===== src/rtl/fp_norm_pkg.sv =====
// Shared types and helpers for the float normaliser and related datapaths.
// Latency: n/a (package only).
// Backpressure: n/a (package only).
package fp_norm_pkg;

    // Rounding-mode encodings carried alongside each operand
    localparam logic [1:0] RND_RNE = 2'b00;
    localparam logic [1:0] RND_RTZ = 2'b01;
    localparam logic [1:0] RND_RUP = 2'b10;
    localparam logic [1:0] RND_RDN = 2'b11;

    function automatic int calc_bias(input int exp_w);
        return (1 << (exp_w - 1)) - 1;
    endfunction

    function automatic int calc_in_w(input int exp_w, input int mant_w);
        return 1 + exp_w + mant_w;
    endfunction

    function automatic int calc_out_w(input int exp_w, input int frc_w);
        return 1 + exp_w + frc_w;
    endfunction

    // Width-independent control bits that ride along every pipeline stage
    typedef struct packed {
        logic       sign;
        logic [1:0] rnd;
        logic       mzero;
        logic       espec;
    } ctl_t;

    // Result flags in output order
    typedef struct packed {
        logic ovf;
        logic unf;
        logic inx;
        logic zero;
    } flags_t;

endpackage


===== src/rtl/fp_lzc.sv =====
// Leading-zero counter for a W-bit vector, with an all-zero indication.
// Latency: purely combinational.
// Backpressure: none (no state).
module fp_lzc #(
    parameter  int W  = 31,
    localparam int CW = $clog2(W + 1)
) (
    input  logic [W-1:0]  value,
    output logic [CW-1:0] count,
    output logic          all_zero
);

    // Scan upward so the last hit is the most significant set bit
    always_comb begin
        count    = CW'(W);
        all_zero = (value == '0);
        for (int i = 0; i < W; i++) begin
            if (value[i]) begin
                count = CW'(W - 1 - i);
            end
        end
    end

endmodule


===== src/rtl/fp_norm_pipe.sv =====
// Normalises {sign, exponent, wide mantissa} into a packed float with rounding and flags.
// Latency: 3 cycles accept-to-valid, one operand per cycle.
// Backpressure: all stages advance together on iReady | ~oValid; oReady mirrors that.
module fp_norm_pipe
    import fp_norm_pkg::*;
#(
    parameter  int EXP_W  = 8,
    parameter  int FRC_W  = 23,
    parameter  int MANT_W = 31,
    localparam int IN_W   = calc_in_w(EXP_W, MANT_W),
    localparam int OUT_W  = calc_out_w(EXP_W, FRC_W)
) (
    input  logic             iCLK,
    input  logic             iRST,
    input  logic [IN_W-1:0]  iA,
    input  logic [1:0]       iRnd,
    input  logic             iValid,
    output logic             oReady,
    output logic [OUT_W-1:0] oNR,
    output logic             oOvf,
    output logic             oUnf,
    output logic             oInx,
    output logic             oZero,
    output logic             oValid,
    input  logic             iReady
);

    localparam int CW = $clog2(MANT_W + 1);
    localparam int LW = MANT_W + FRC_W;
    // Room for E - L going negative and for the rounding carry
    localparam int EW = ((EXP_W > CW) ? EXP_W : CW) + 2;
    localparam logic signed [EW-1:0] EXP_MAX = EW'((1 << EXP_W) - 1);
    localparam logic [FRC_W-1:0]     QNAN_FRC = {1'b1, {(FRC_W-1){1'b0}}};

    logic en;
    assign en     = iReady | ~oValid;
    assign oReady = en;

    // ---------------- stage 1: leading-zero count ----------------
    logic [CW-1:0] lzc_cnt;
    logic          lzc_zero;

    fp_lzc #(.W(MANT_W)) u_lzc (
        .value    (iA[MANT_W-1:0]),
        .count    (lzc_cnt),
        .all_zero (lzc_zero)
    );

    logic              v1;
    ctl_t              ctl1;
    logic [EXP_W-1:0]  e1;
    logic [MANT_W-1:0] m1;
    logic [CW-1:0]     l1;

    // Capture operand, its rounding mode and the shift distance
    always_ff @(posedge iCLK or posedge iRST) begin
        if (iRST) begin
            v1   <= 1'b0;
            ctl1 <= '0;
            e1   <= '0;
            m1   <= '0;
            l1   <= '0;
        end else if (en) begin
            v1         <= iValid;
            ctl1.sign  <= iA[IN_W-1];
            ctl1.rnd   <= iRnd;
            ctl1.mzero <= lzc_zero;
            ctl1.espec <= (iA[IN_W-2 -: EXP_W] == '1);
            e1         <= iA[IN_W-2 -: EXP_W];
            m1         <= iA[MANT_W-1:0];
            l1         <= lzc_cnt;
        end
    end

    // ---------------- stage 2: shift and round ----------------
    // The hidden one is dropped; only bits below it feed the fraction
    logic [MANT_W-2:0] mn_low;
    logic [LW-1:0]     frac_ext;
    logic [FRC_W-1:0]  frac_raw;
    logic              g_bit;
    logic              s_bit;
    logic              inc;
    logic [FRC_W:0]    frac_sum;

    assign mn_low   = (MANT_W-1)'(m1 << l1);
    assign frac_ext = {mn_low, {(FRC_W+1){1'b0}}};
    assign frac_raw = frac_ext[LW-1 -: FRC_W];
    assign g_bit    = frac_ext[LW-1-FRC_W];
    assign s_bit    = |frac_ext[LW-2-FRC_W:0];
    assign frac_sum = {1'b0, frac_raw} + (FRC_W+1)'(inc);

    // Rounding increment decision for the selected mode
    always_comb begin
        inc = 1'b0;
        case (ctl1.rnd)
            RND_RNE: inc = g_bit & (s_bit | frac_raw[0]);
            RND_RTZ: inc = 1'b0;
            RND_RUP: inc = ~ctl1.sign & (g_bit | s_bit);
            RND_RDN: inc = ctl1.sign & (g_bit | s_bit);
            default: inc = 1'b0;
        endcase
    end

    logic             v2;
    ctl_t             ctl2;
    logic [EXP_W-1:0] e2;
    logic [CW-1:0]    l2;
    logic [FRC_W-1:0] frac2;
    logic             carry2;
    logic             inx2;

    // Hold the rounded fraction and carry for exponent adjustment
    always_ff @(posedge iCLK or posedge iRST) begin
        if (iRST) begin
            v2     <= 1'b0;
            ctl2   <= '0;
            e2     <= '0;
            l2     <= '0;
            frac2  <= '0;
            carry2 <= 1'b0;
            inx2   <= 1'b0;
        end else if (en) begin
            v2     <= v1;
            ctl2   <= ctl1;
            e2     <= e1;
            l2     <= l1;
            frac2  <= frac_sum[FRC_W-1:0];
            carry2 <= frac_sum[FRC_W];
            inx2   <= g_bit | s_bit;
        end
    end

    // ---------------- stage 3: exponent and pack ----------------
    logic signed [EW-1:0] ediff;
    logic signed [EW-1:0] eo;
    logic [OUT_W-1:0]     nr_d;
    flags_t               fl_d;
    logic                 to_inf;

    assign ediff  = $signed(EW'(e2)) - $signed(EW'(l2));
    assign eo     = ediff + $signed(EW'(carry2));
    assign to_inf = (ctl2.rnd == RND_RNE) |
                    ((ctl2.rnd == RND_RUP) & ~ctl2.sign) |
                    ((ctl2.rnd == RND_RDN) &  ctl2.sign);

    // Special values first, then zero, underflow, overflow, normal
    always_comb begin
        nr_d = {ctl2.sign, {(OUT_W-1){1'b0}}};
        fl_d = '0;
        if (ctl2.espec) begin
            nr_d = {ctl2.sign, {EXP_W{1'b1}}, ctl2.mzero ? {FRC_W{1'b0}} : QNAN_FRC};
        end else if (ctl2.mzero) begin
            fl_d.zero = 1'b1;
        end else if (ediff <= 0) begin
            fl_d.unf  = 1'b1;
            fl_d.zero = 1'b1;
            fl_d.inx  = 1'b1;
        end else if (eo >= EXP_MAX) begin
            fl_d.ovf = 1'b1;
            fl_d.inx = 1'b1;
            if (to_inf) begin
                nr_d = {ctl2.sign, {EXP_W{1'b1}}, {FRC_W{1'b0}}};
            end else begin
                nr_d = {ctl2.sign, {(EXP_W-1){1'b1}}, 1'b0, {FRC_W{1'b1}}};
            end
        end else begin
            nr_d     = {ctl2.sign, eo[EXP_W-1:0], frac2};
            fl_d.inx = inx2;
        end
    end

    // Output register doubles as the final pipeline stage
    always_ff @(posedge iCLK or posedge iRST) begin
        if (iRST) begin
            oValid <= 1'b0;
            oNR    <= '0;
            oOvf   <= 1'b0;
            oUnf   <= 1'b0;
            oInx   <= 1'b0;
            oZero  <= 1'b0;
        end else if (en) begin
            oValid <= v2;
            oNR    <= nr_d;
            oOvf   <= fl_d.ovf;
            oUnf   <= fl_d.unf;
            oInx   <= fl_d.inx;
            oZero  <= fl_d.zero;
        end
    end

endmodule


===== config.mk =====
export PLATFORM = sky130hd
export DESIGN_NAME = fp_norm_pipe
export DESIGN_NICKNAME = d
export VERILOG_FILES = /design/src/rtl/fp_norm_pkg.sv /design/src/rtl/fp_lzc.sv /design/src/rtl/fp_norm_pipe.sv
export SDC_FILE = /design/constraint.sdc
export NUM_CORES = 1
export LEC_CHECK = 0
export BUFFER_PORTS_ARGS = -buffer_cell sky130_fd_sc_hd__buf_2
export CAP_MARGIN = 15
export CORE_UTILIZATION = 62
export CTS_CLUSTER_DIAMETER = 50
export DETAILED_ROUTE_END_ITERATION = 10
export GPL_TIMING_DRIVEN = 1
export PLACE_DENSITY_LB_ADDON = 0.3
export SLEW_MARGIN = 30
export SYNTH_ARGS = -nofsm -noshare
export SYNTH_HDL_FRONTEND = slang
export SYNTH_SLANG_ARGS = --single-unit

===== constraint.sdc =====
create_clock -name iCLK -period 8.7 [get_ports iCLK]
set_input_delay 0.87 -clock iCLK [delete_from_list [all_inputs] [get_ports iCLK]]
set_output_delay 0.87 -clock iCLK [all_outputs]
set_load 0.005 [all_outputs]

==> results.sh, run 1 <==
export IMPL_cts_hold_buf=0
export IMPL_outcome="finished, final reports clean"
export IMPL_cts_tree="built"
export IMPL_drtAntennaViolNets=0
export IMPL_whs_endpoint="oInx"
export IMPL_syn_nets=953
export IMPL_syn_area_per_cell_um2=9.23
export IMPL_pwr_share_comb_pct=41.2
export IMPL_fin_worst_skew_ps=10.2
export IMPL_hold_depth=2
export IMPL_grt_overflow=0
export IMPL_dr_pass1_iters=5
export IMPL_die_y_um=118
export IMPL_cts_root_buf="clkbuf_16"
export IMPL_cts_setup_buffers=0
export IMPL_critical_path_class="reg2reg"
export IMPL_grt_max_degree=105
export IMPL_path_clk_slew_ps=60
export IMPL_nets=1004
export IMPL_gp_congestion=0.968
export IMPL_track_usage_pct=29.7
export IMPL_grt_setup_unrepaired="no"
export IMPL_yosysTopAreaCell="dfrtp_1"
export IMPL_reg2reg_setup_slack_ps=4710
export IMPL_die_area_mm2=0.0138
export IMPL_yosys_cell_types_count=73
export IMPL_p_int_w=0.00177
export IMPL_synth_edff_count=0
export IMPL_final_max_slew_viol_count=0
export IMPL_synth_top_family_by_area="simple AND/OR/NAND/NOR gates"
export IMPL_crit_path_cell_trace="buf_4 -> mux2_2 -> mux2i_1 -> mux2i_1 -> nand3_1 -> a21oi_1 -> ha_1 -> nor3b_1 -> nand3b_1 -> or3b_1 -> xnor2_1 -> a21oi_1"
export IMPL_fillers=949
export IMPL_fmax_mhz=251
export IMPL_fin_crit_sh_pct=45.8
export IMPL_ys_warn_count=0
export IMPL_ios=84
export IMPL_synth_xor_area_share_pct=3.60
export IMPL_reg2reg_depth=12
export IMPL_initialDrtViolationCount=702
export IMPL_dp_hpwl_um=13400
export IMPL_h_tree_depth=4
export IMPL_tns_ps=0
export IMPL_clk_latency_ps=430
export IMPL_cp_required_ps=8970
export IMPL_finalWirelength_um=19600
export IMPL_crit_path_max_fanout=54
export IMPL_wire_per_inst_um=17.3
export IMPL_viasPerCell=6.17
export IMPL_worst_slew_pin_transition_ps=950
export IMPL_synthArstFlopShare_pct=100
export IMPL_synth_compound_area_share_pct=14.6
export IMPL_seq_power_share_pct=34.5
export IMPL_p_per_area_mw_per_mm2=308
export IMPL_ys_top_cells_by_count="222 x nand2_1, 130 x dfrtp_1, 71 x nor2_1"
export IMPL_post_route_min_period_ps=3990
export IMPL_yosys_area_top_type_share_pct=39.3
export IMPL_max_cap_viol_count=0
export IMPL_ys_top_cells_by_area="dfrtp_1 39%, nand2_1 10%, mux4_2 5.4%"
export IMPL_synth_simple_gate_area_share_pct=20.9
export IMPL_ys_flop_type="dfrtp_1"
export IMPL_leakage_nw=4.20
export IMPL_crit_path_end_kind="register"
export IMPL_seq_area_frac_synth_pct=39.3
export IMPL_total_power_w=0.00284
export IMPL_setup_viol=0
export IMPL_maxSlewHeadroom_pct=36.7
export IMPL_post_synth_fa_ha_maj_area_fraction_pct=1.60
export IMPL_clk_path_buf_depth=2
export IMPL_seq_area_mm2=0.00325
export IMPL_critPathArrivalTime_ps=4260
export IMPL_drive_gt1_share_pct=17.8
export IMPL_vias=6987
export IMPL_antenna_found_initial=0
export IMPL_start_util_pct=64.5
export IMPL_syn_area_mm2=0.00828
export IMPL_hp_start="oInx"
export IMPL_startpoint_type="register"
export IMPL_clockPowerShare_pct=24.3
export IMPL_area_growth_synth_to_final_pct=11.6
export IMPL_die_w_um=118
export IMPL_core_region_area_mm2=0.0128
export IMPL_grt_pass1_vias=6453
export IMPL_grt_pass1_wl_um=32500
export IMPL_switching_share_pct=37.8
export IMPL_switching_power_w=0.00107
export IMPL_numCtsBuffers=17
export IMPL_synth_mux_area_share_pct=14.7
export IMPL_reg2reg_from="l1[0]"
export IMPL_multi_input_area_mm2=0.00460
export IMPL_drc=0
export IMPL_rr_endpoint="frac2[15]"
export IMPL_cts_sinks=130
export IMPL_peakVddDrop_uv=139
export IMPL_ys_ff_latch=130
export IMPL_rows=41
export IMPL_finalHoldViolations=0
export IMPL_slowest_delay_ps=600
export IMPL_cts_resized=0
export IMPL_synth_most_common_cell="nand2_1"
export IMPL_diodes=0
export IMPL_hold_path_class="reg2reg"
export IMPL_portBuffers=83
export IMPL_synthCells=897
export IMPL_slowest_stage="buf_4"
cell type report:
cell class	count	area share, %
tap	172	2.33
multi-input combinational	682	49.8
clock buffer	21	4.88
inverter	26	1.11
clock inverter	10	1.21
timing repair buffer	91	5.41
sequential	130	35.2
layer usage:
metal	track usage, %	vias up	share of wire [%]	wire, um
met2	44.6	307	46	8940
met1	42.1	3319	45	8770
met4	11.1	0	2.5	492
li1	-	3317	-	-
met3	6.69	44	6.9	1350
met5	0	-	0	0
metrics by stage:
step	hold WS [ps]	setup WS, ps	cells	cell area (um^2)	utilization, %
floorplan	430	4360	897	8280	-
global route	494	4350	1132	9230	72.0
CTS	463	4730	1131	9200	71.8
global placement	445	4620	1100	8630	67.3
detailed placement	452	4770	1100	8640	67.4
finish	460	4710	1132	9230	72.0
power groups by stage:
stage               logic (W)  registers (W)  clock network [W]
floorplan            0.000876       0.000944                  0
global placement      0.00112       0.000975                  0
detailed placement    0.00114       0.000984                  0
CTS                   0.00115       0.000978           0.000700
global route          0.00129        0.00101           0.000728
finish                0.00117       0.000979           0.000692
registers in the layout (all words and copies together) (netlist names):
| signal | flops |
|---|---|
| ctl1 | 5 |
| e1 | 8 |
| m1 | 30 |
| oZero | 1 |
| oNR | 32 |
| l2 | 5 |
| inx2 | 1 |
| v2 | 1 |
| v1 | 1 |
| frac2 | 23 |
| carry2 | 1 |
| l1 | 5 |
| oValid | 1 |
| ctl2 | 5 |
| oUnf | 1 |
| oOvf | 1 |
| e2 | 8 |
| oInx | 1 |
worst max path at each step:
stage           from        end  slack, ps
2_1_floorplan   iRST     carry2       4360
3_3_place_gp   e2[0]    oNR[14]       4620
3_5_place_dp   l1[0]  frac2[15]       4770
4_1_cts        l1[0]  frac2[15]       4730
5_1_grt        l1[0]  frac2[15]       4350
6_report       l1[0]  frac2[15]       4710
layout by cell type (no fill, tap or decap), types with 5 or more instances in the layout:
cell type,count
xnor2_1,18
nand3_1,9
a211oi_1,9
o21ai_0,34
mux4_1,12
nand2b_1,13
ha_1,9
mux2i_1,29
a21oi_1,38
inv_1,22
o22ai_1,8
nand2_1,222
clkbuf_16,17
nor2b_1,7
or2_2,5
mux2_2,13
nor2_1,70
a221o_1,23
buf_2,83
a21o_1,5
nor3_1,23
o31ai_1,7
a22o_1,5
nor4_1,11
buf_4,6
mux4_2,20
dfrtp_1,129
xor2_1,16
cells by family (layout without fill, tap and decap cells):
kind of cell,after synthesis,count (layout)
buf+inv,85,148
fa+ha+maj,10,10
compound gates,170,170
flops,130,130
mux,75,75
simple gates,393,393
xor+xnor,34,34
critical path, delay by kind of cell, from the launching register on:
family	cells	cell delay (ps)
adders and majority gates	1	210
AOI/OAI and AO/OA	2	280
xor gates and xnor gates	1	170
DFF	1	340
buffers and inverters	1	600
and+or+nand+nor	4	1240
muxes	3	950
No activity file was read; power rests on OpenSTA's default activity.
==> run 2: changes to the inputs <==
--- a/config.mk
+++ b/config.mk
@@ -5,9 +5,10 @@
 export SDC_FILE = /design/constraint.sdc
 export NUM_CORES = 1
 export LEC_CHECK = 0
+export ABC_AREA = 1
 export BUFFER_PORTS_ARGS = -buffer_cell sky130_fd_sc_hd__buf_2
 export CAP_MARGIN = 15
-export CORE_UTILIZATION = 62
+export CORE_UTILIZATION = 54
 export CTS_CLUSTER_DIAMETER = 50
 export DETAILED_ROUTE_END_ITERATION = 10
 export GPL_TIMING_DRIVEN = 1
==> constraint.sdc (replaced) <==
create_clock -name iCLK -period 3.3 [get_ports iCLK]
set_input_delay 0.33 -clock iCLK [delete_from_list [all_inputs] [get_ports iCLK]]
set_output_delay 0.33 -clock iCLK [all_outputs]
set_load 0.005 [all_outputs]
==> run 2 against run 1 <==
Against the previous run:
- synthesized area is 5.9% lower
- largest power group unchanged
- first-iteration DRC count fell by 26%
- via count up 6.2%
- global-route usage decreased by 2.9 points
- core utilization decreased by 2.8 points
- critical path depth grew 11
- power rose to 2.8 times the previous value
- the run now ends with negative setup slack left
- sequential share of layout area fell by 1.6 points
==> results.sh, run 2 <==
export IMPL_final_max_slew_viol_count=0
export IMPL_cp_required_ps=3620
export IMPL_path_clk_slew_ps=60
export IMPL_ys_ff_latch=130
export IMPL_grt_busiest_layer="met2"
export IMPL_rows=43
export IMPL_grtUsageMet2_pct=45.3
export IMPL_synthCells=1067
export IMPL_syn_area_mm2=0.00778
export IMPL_met1_usage_pct=33.8
export IMPL_multi_input_area_mm2=0.00407
export IMPL_die_area_mm2=0.0149
export IMPL_grtUsageMet3_pct=4.21
export IMPL_outcome="complete, but fails checks"
export IMPL_synthArstFlopShare_pct=100
export IMPL_nets=1244
export IMPL_drtAntennaViolNets=0
export IMPL_syn_nets=1123
export IMPL_area_growth_synth_to_final_pct=24.4
export IMPL_hold_path_class="in2async"
export IMPL_finalWirelength_um=19500
export IMPL_diodes=0
export IMPL_fin_crit_sh_pct=107
export IMPL_cts_tree="built"
export IMPL_maxSlewHeadroom_pct=52.0
export IMPL_grt_pass1_wl_um=31200
export IMPL_final_common_cell="nand2_1"
export IMPL_grt_pass1_vias=6839
export IMPL_syn_area_per_cell_um2=7.30
export IMPL_max_cap_viol_count=0
export IMPL_leakage_nw=4.79
export IMPL_crit_path_max_fanout=6
export IMPL_placed_area_mm2=0.00862
export IMPL_top_register="oNR"
export IMPL_cts_sinks=130
export IMPL_fillers=1133
export IMPL_tns_ps=-1440
export IMPL_antenna_found_initial=0
export IMPL_finalHoldViolations=0
export IMPL_critPathArrivalTime_ps=3850
export IMPL_wire_per_inst_um=14.1
export IMPL_fin_ws_ps=-232
export IMPL_initialDrtViolationCount=522
export IMPL_peakVddDrop_uv=446
export IMPL_track_usage_pct=26.7
export IMPL_viasPerCell=5.37
export IMPL_core_region_area_mm2=0.0140
export IMPL_worst_slew_pin_transition_ps=720
export IMPL_yosys_area_top_type_share_pct=41.8
export IMPL_ys_top_cells_by_area="dfrtp_1 42%, nand2_1 17%, o21ai_0 6.0%"
export IMPL_ys_warn_count=0
export IMPL_violations="negative setup slack"
export IMPL_grt_max_degree=152
export IMPL_final_cell_mix="336 x nand2_1, 129 x dfrtp_1, 88 x inv_1"
export IMPL_post_route_min_period_ps=3530
export IMPL_clk_path_buf_depth=2
export IMPL_drc=0
export IMPL_fin_worst_skew_ps=8.20
export IMPL_synth_most_common_cell="nand2_1"
export IMPL_cts_hold_buf=0
export IMPL_die_w_um=122
export IMPL_numCtsBuffers=17
export IMPL_reg2reg_setup_slack_ps=-230
export IMPL_vias=7421
export IMPL_gp_congestion=0.928
export IMPL_start_util_pct=55.7
export IMPL_yosys_cell_types_count=53
export IMPL_setup_viol=11
export IMPL_die_y_um=122
export IMPL_ys_top_cells_by_count="344 x nand2_1, 130 x dfrtp_1, 93 x o21ai_0"
export IMPL_seq_area_frac_synth_pct=41.8
export IMPL_dp_hpwl_um=13000
export IMPL_reg_top3="oNR x32, m1 x30, frac2 x23"
export IMPL_clk_latency_ps=430
export IMPL_p_per_area_mw_per_mm2=826
export IMPL_grt_overflow=0
export IMPL_synth_edff_count=0
export IMPL_h_tree_depth=4
export IMPL_yosysTopAreaCell="dfrtp_1"
export IMPL_reg2reg_depth=23
export IMPL_dr_pass1_iters=5
export IMPL_rr_endpoint="frac2[22]"
export IMPL_cts_root_buf="clkbuf_16"
export IMPL_ys_flop_type="dfrtp_1"
export IMPL_startpoint_type="register"
export IMPL_ios=84
export IMPL_drive_gt1_share_pct=22.6
export IMPL_crit_path_end_kind="register"
export IMPL_fmax_mhz=283
export IMPL_grt_setup_unrepaired="yes"
export IMPL_largest_reg_flops=32
export IMPL_reg2reg_from="l1[0]"
export IMPL_total_power_w=0.00800
export IMPL_design_area_mm2=0.00969
export IMPL_portBuffers=83
export IMPL_seq_area_mm2=0.00325
export IMPL_critical_path_class="reg2reg"
run 2: timing repair:
action | 4_1_cts | 5_1_grt
pin swaps | 3 | 29
buffers inserted | 3 | 16
gates resized for setup | 9 | 48
endpoints found under the setup margin | 8 | 44
cloned | 0 | 4
run 2: logic make-up (layout without fill, tap and decap cells):
| kind of cell | after synthesis | after routing | share of synthesized area [%] |
|---|---|---|---|
| simple gates | 527 | 527 | 28.6 |
| compound gates | 212 | 212 | 15.6 |
| buf+inv | 158 | 292 | 8.66 |
| flops | 130 | 130 | 41.8 |
| xor+xnor | 22 | 22 | 2.67 |
| fa+ha+maj | 10 | 10 | 1.70 |
| mux | 8 | 8 | 1.03 |
run 2: power by group:
group	switching, W	internal [W]
logic	0.00209	0.00144
registers	0.000336	0.00215
clock network	0.000702	0.00128
run 2: per-layer routing:
layer,wire (um),vias up
met5,0,-
met4,462,0
li1,-,3718
met2,9520,206
met1,8650,3460
met3,835,37
run 2: cell type report:
type	count	share of cell area [%]
Clock buffer	19	4.57
Clock inverter	13	1.89
Inverter	104	4.20
Multi-Input combinational cell	779	42.0
Sequential cell	130	33.6
Tap cell	180	2.32
Timing Repair Buffer	156	11.4
run 2: worst max path at each step:
stage	startpoint	end	slack, ps	depth (start not counted)
after floorplan	l1[0]	frac2[20]	-10	27
after global placement	l1[0]	frac2[20]	-40	28
after detailed placement	l1[0]	frac2[22]	-150	28
after CTS	l1[0]	frac2[22]	-70	28
after global routing	l1[0]	frac2[22]	-520	28
final	l1[0]	frac2[22]	-230	23
run 2: worst max-delay path: stages (launching register included):
cell	delay, ps
dfrtp_2	410
buf_12	150
clkinv_8	60
buf_4	140
o21ai_4	150
buf_4	130
o21ai_1	80
o21ai_1	210
nand2_1	100
a21oi_1	150
o21ai_1	70
a32oi_1	170
ha_2	260
ha_4	150
nand4_4	110
nor2_4	160
nand3_4	100
nor3_4	150
nand4_1	150
nor2_2	130
nand3_1	90
xor2_1	160
nand2_1	70
nand2_1	50
run 2: per-stage QoR:
step           util (%)  std cells  setup WS (ps)  hold slack [ps]
2_1_floorplan         -       1067          -12.8              430
3_3_place_gp       61.6       1327          -41.0              457
3_5_place_dp       61.6       1327           -149              468
4_1_cts            66.5       1362          -69.0              100
5_1_grt            69.2       1381           -520              121
6_report           69.2       1381           -232             53.5
==> run 3: changes to the inputs <==
--- a/config.mk
+++ b/config.mk
@@ -8,12 +8,14 @@
 export ABC_AREA = 1
 export BUFFER_PORTS_ARGS = -buffer_cell sky130_fd_sc_hd__buf_2
 export CAP_MARGIN = 15
-export CORE_UTILIZATION = 54
+export CORE_UTILIZATION = 62
 export CTS_CLUSTER_DIAMETER = 50
 export DETAILED_ROUTE_END_ITERATION = 10
 export GPL_TIMING_DRIVEN = 1
 export PLACE_DENSITY_LB_ADDON = 0.3
+export SKIP_LAST_GASP = 1
 export SLEW_MARGIN = 30
 export SYNTH_ARGS = -nofsm -noshare
 export SYNTH_HDL_FRONTEND = slang
 export SYNTH_SLANG_ARGS = --single-unit
+export TNS_END_PERCENT = 100
==> constraint.sdc (replaced) <==
create_clock -name iCLK -period 4.45 [get_ports iCLK]
set_input_delay 0.445 -clock iCLK [delete_from_list [all_inputs] [get_ports iCLK]]
set_output_delay 0.445 -clock iCLK [all_outputs]
set_load 0.005 [all_outputs]
==> run 3 against run 2 <==
Against the previous run:
- the run now ends clean
- design area fell by 8.9%
- combinational power is 39% lower
- power is 33% lower
- highest routed layer unchanged
==> results.sh, run 3 (synthesis gave the netlist of run 2 again) <==
export IMPL_outcome="finished, final reports clean"
export IMPL_cts_sinks=130
export IMPL_diodes=0
export IMPL_die_y_um=114
export IMPL_switching_power_w=0.00214
export IMPL_cp_required_ps=4820
export IMPL_grt_pass1_wl_um=30600
export IMPL_crit_path_max_fanout=23
export IMPL_p_int_w=0.00320
export IMPL_setup_viol=0
export IMPL_crit_path_end_kind="register"
export IMPL_peakVddDrop_uv=307
export IMPL_fin_crit_sh_pct=89.8
export IMPL_final_max_slew_viol_count=0
export IMPL_cts_resized=0
export IMPL_clk_path_buf_depth=2
export IMPL_drtAntennaViolNets=0
export IMPL_top_register="oNR"
export IMPL_dr_pass1_iters=5
export IMPL_clockPowerShare_pct=25.0
export IMPL_die_area_mm2=0.0130
export IMPL_max_cap_viol_count=0
export IMPL_holdWs_ps=136
export IMPL_start_util_pct=64.3
export IMPL_switching_share_pct=40.0
export IMPL_viasPerCell=5.44
export IMPL_path_common_cell="nand2_1"
export IMPL_cts_tree="built"
export IMPL_final_common_cell="nand2_1"
export IMPL_finalWirelength_um=18100
export IMPL_cts_hold_buf=0
export IMPL_grt_pass1_vias=6561
export IMPL_die_w_um=114
export IMPL_hold_path_class="in2async"
export IMPL_largest_reg_flops=32
export IMPL_startpoint_type="register"
export IMPL_reg2reg_setup_slack_ps=450
export IMPL_grt_overflow=0
export IMPL_fmax_mhz=250
export IMPL_worst_path_buf_inv=4
export IMPL_cts_setup_buffers=0
export IMPL_crit_family="simple AND/OR/NAND/NOR gates"
export IMPL_maxSlewHeadroom_pct=44.1
export IMPL_slowest_delay_ps=700
export IMPL_nets=1185
export IMPL_cp_num_cells=27
export IMPL_dp_hpwl_um=12700
export IMPL_reg2reg_from="l1[0]"
export IMPL_tns_ps=0
export IMPL_finalHoldViolations=0
export IMPL_wire_per_inst_um=13.8
export IMPL_drive_gt1_share_pct=15.7
export IMPL_p_per_area_mw_per_mm2=605
export IMPL_reg2reg_depth=27
export IMPL_worst_slew_pin_transition_ps=839
export IMPL_post_route_min_period_ps=4000
export IMPL_clk_latency_ps=430
export IMPL_gp_congestion=0.911
export IMPL_vias=7122
export IMPL_ios=84
export IMPL_rows=40
export IMPL_h_tree_depth=4
export IMPL_final_cell_mix="344 x nand2_1, 130 x dfrtp_1, 93 x o21ai_0"
export IMPL_pwr_share_comb_pct=40.3
export IMPL_fin_worst_skew_ps=5.99
export IMPL_critPathArrivalTime_ps=4360
export IMPL_slowest_stage="dfrtp_1"
export IMPL_seq_power_share_pct=34.7
export IMPL_grt_max_degree=110
export IMPL_grt_setup_unrepaired="no"
export IMPL_track_usage_pct=30.1
export IMPL_numCtsBuffers=17
export IMPL_drc=0
export IMPL_core_region_area_mm2=0.0121
export IMPL_critical_path_class="reg2reg"
export IMPL_reg_top3="oNR x32, m1 x30, frac2 x23"
export IMPL_leakage_nw=4.40
export IMPL_path_clk_slew_ps=60
export IMPL_cts_root_buf="clkbuf_16"
export IMPL_initialDrtViolationCount=551
export IMPL_portBuffers=83
export IMPL_antenna_found_initial=0
export IMPL_area_growth_synth_to_final_pct=13.4
export IMPL_rr_endpoint="frac2[22]"
==> run 3: power by group through the flow <==
stage | sequential, W | combinational, W | clock [W]
final | 0.00185 | 0.00215 | 0.00134
after global routing | 0.00190 | 0.00244 | 0.00140
after CTS | 0.00185 | 0.00215 | 0.00134
after detailed placement | 0.00186 | 0.00211 | 0
after global placement | 0.00185 | 0.00206 | 0
after floorplan | 0.00182 | 0.00160 | 0
==> run 3: per-stage QoR <==
stage | worst slack, ps | power (W) | utilization, % | area [um^2] | instances
2_1_floorplan | 536 | 0.00342 | - | 7780 | 1067
3_3_place_gp | 635 | 0.00390 | 68.2 | 8260 | 1278
3_5_place_dp | 491 | 0.00397 | 68.2 | 8260 | 1278
4_1_cts | 481 | 0.00534 | 72.8 | 8820 | 1309
5_1_grt | 8.50 | 0.00573 | 72.9 | 8830 | 1309
6_report | 454 | 0.00534 | 72.9 | 8830 | 1309
==> run 3: worst max path at each step <==
stage                           end  startpoint  slack, ps
after floorplan              carry2        iRST        540
after global routing      frac2[22]       l1[0]          9
after CTS                 frac2[22]       l1[0]        480
after global placement    frac2[22]       l1[0]        630
final                     frac2[22]       l1[0]        450
after detailed placement  frac2[22]       l1[0]        490
==> run 3: metal layers <==
layer / wire [um] / GRT usage (%)
met1: 8070 / 38.8
met2: 8620 / 49.7
met3: 968 / 6.41
met4: 402 / 11.9
met5: 0 / 0
==> run 3: cell type report <==
class / instances / area [um^2]
clock buffer: 23 / 488
fill: 968 / 3290
sequential: 130 / 3250
tap: 168 / 210
inverter: 104 / 395
clock inverter: 8 / 77.6
timing repair buffer: 97 / 537
multi-input combinational: 779 / 3860
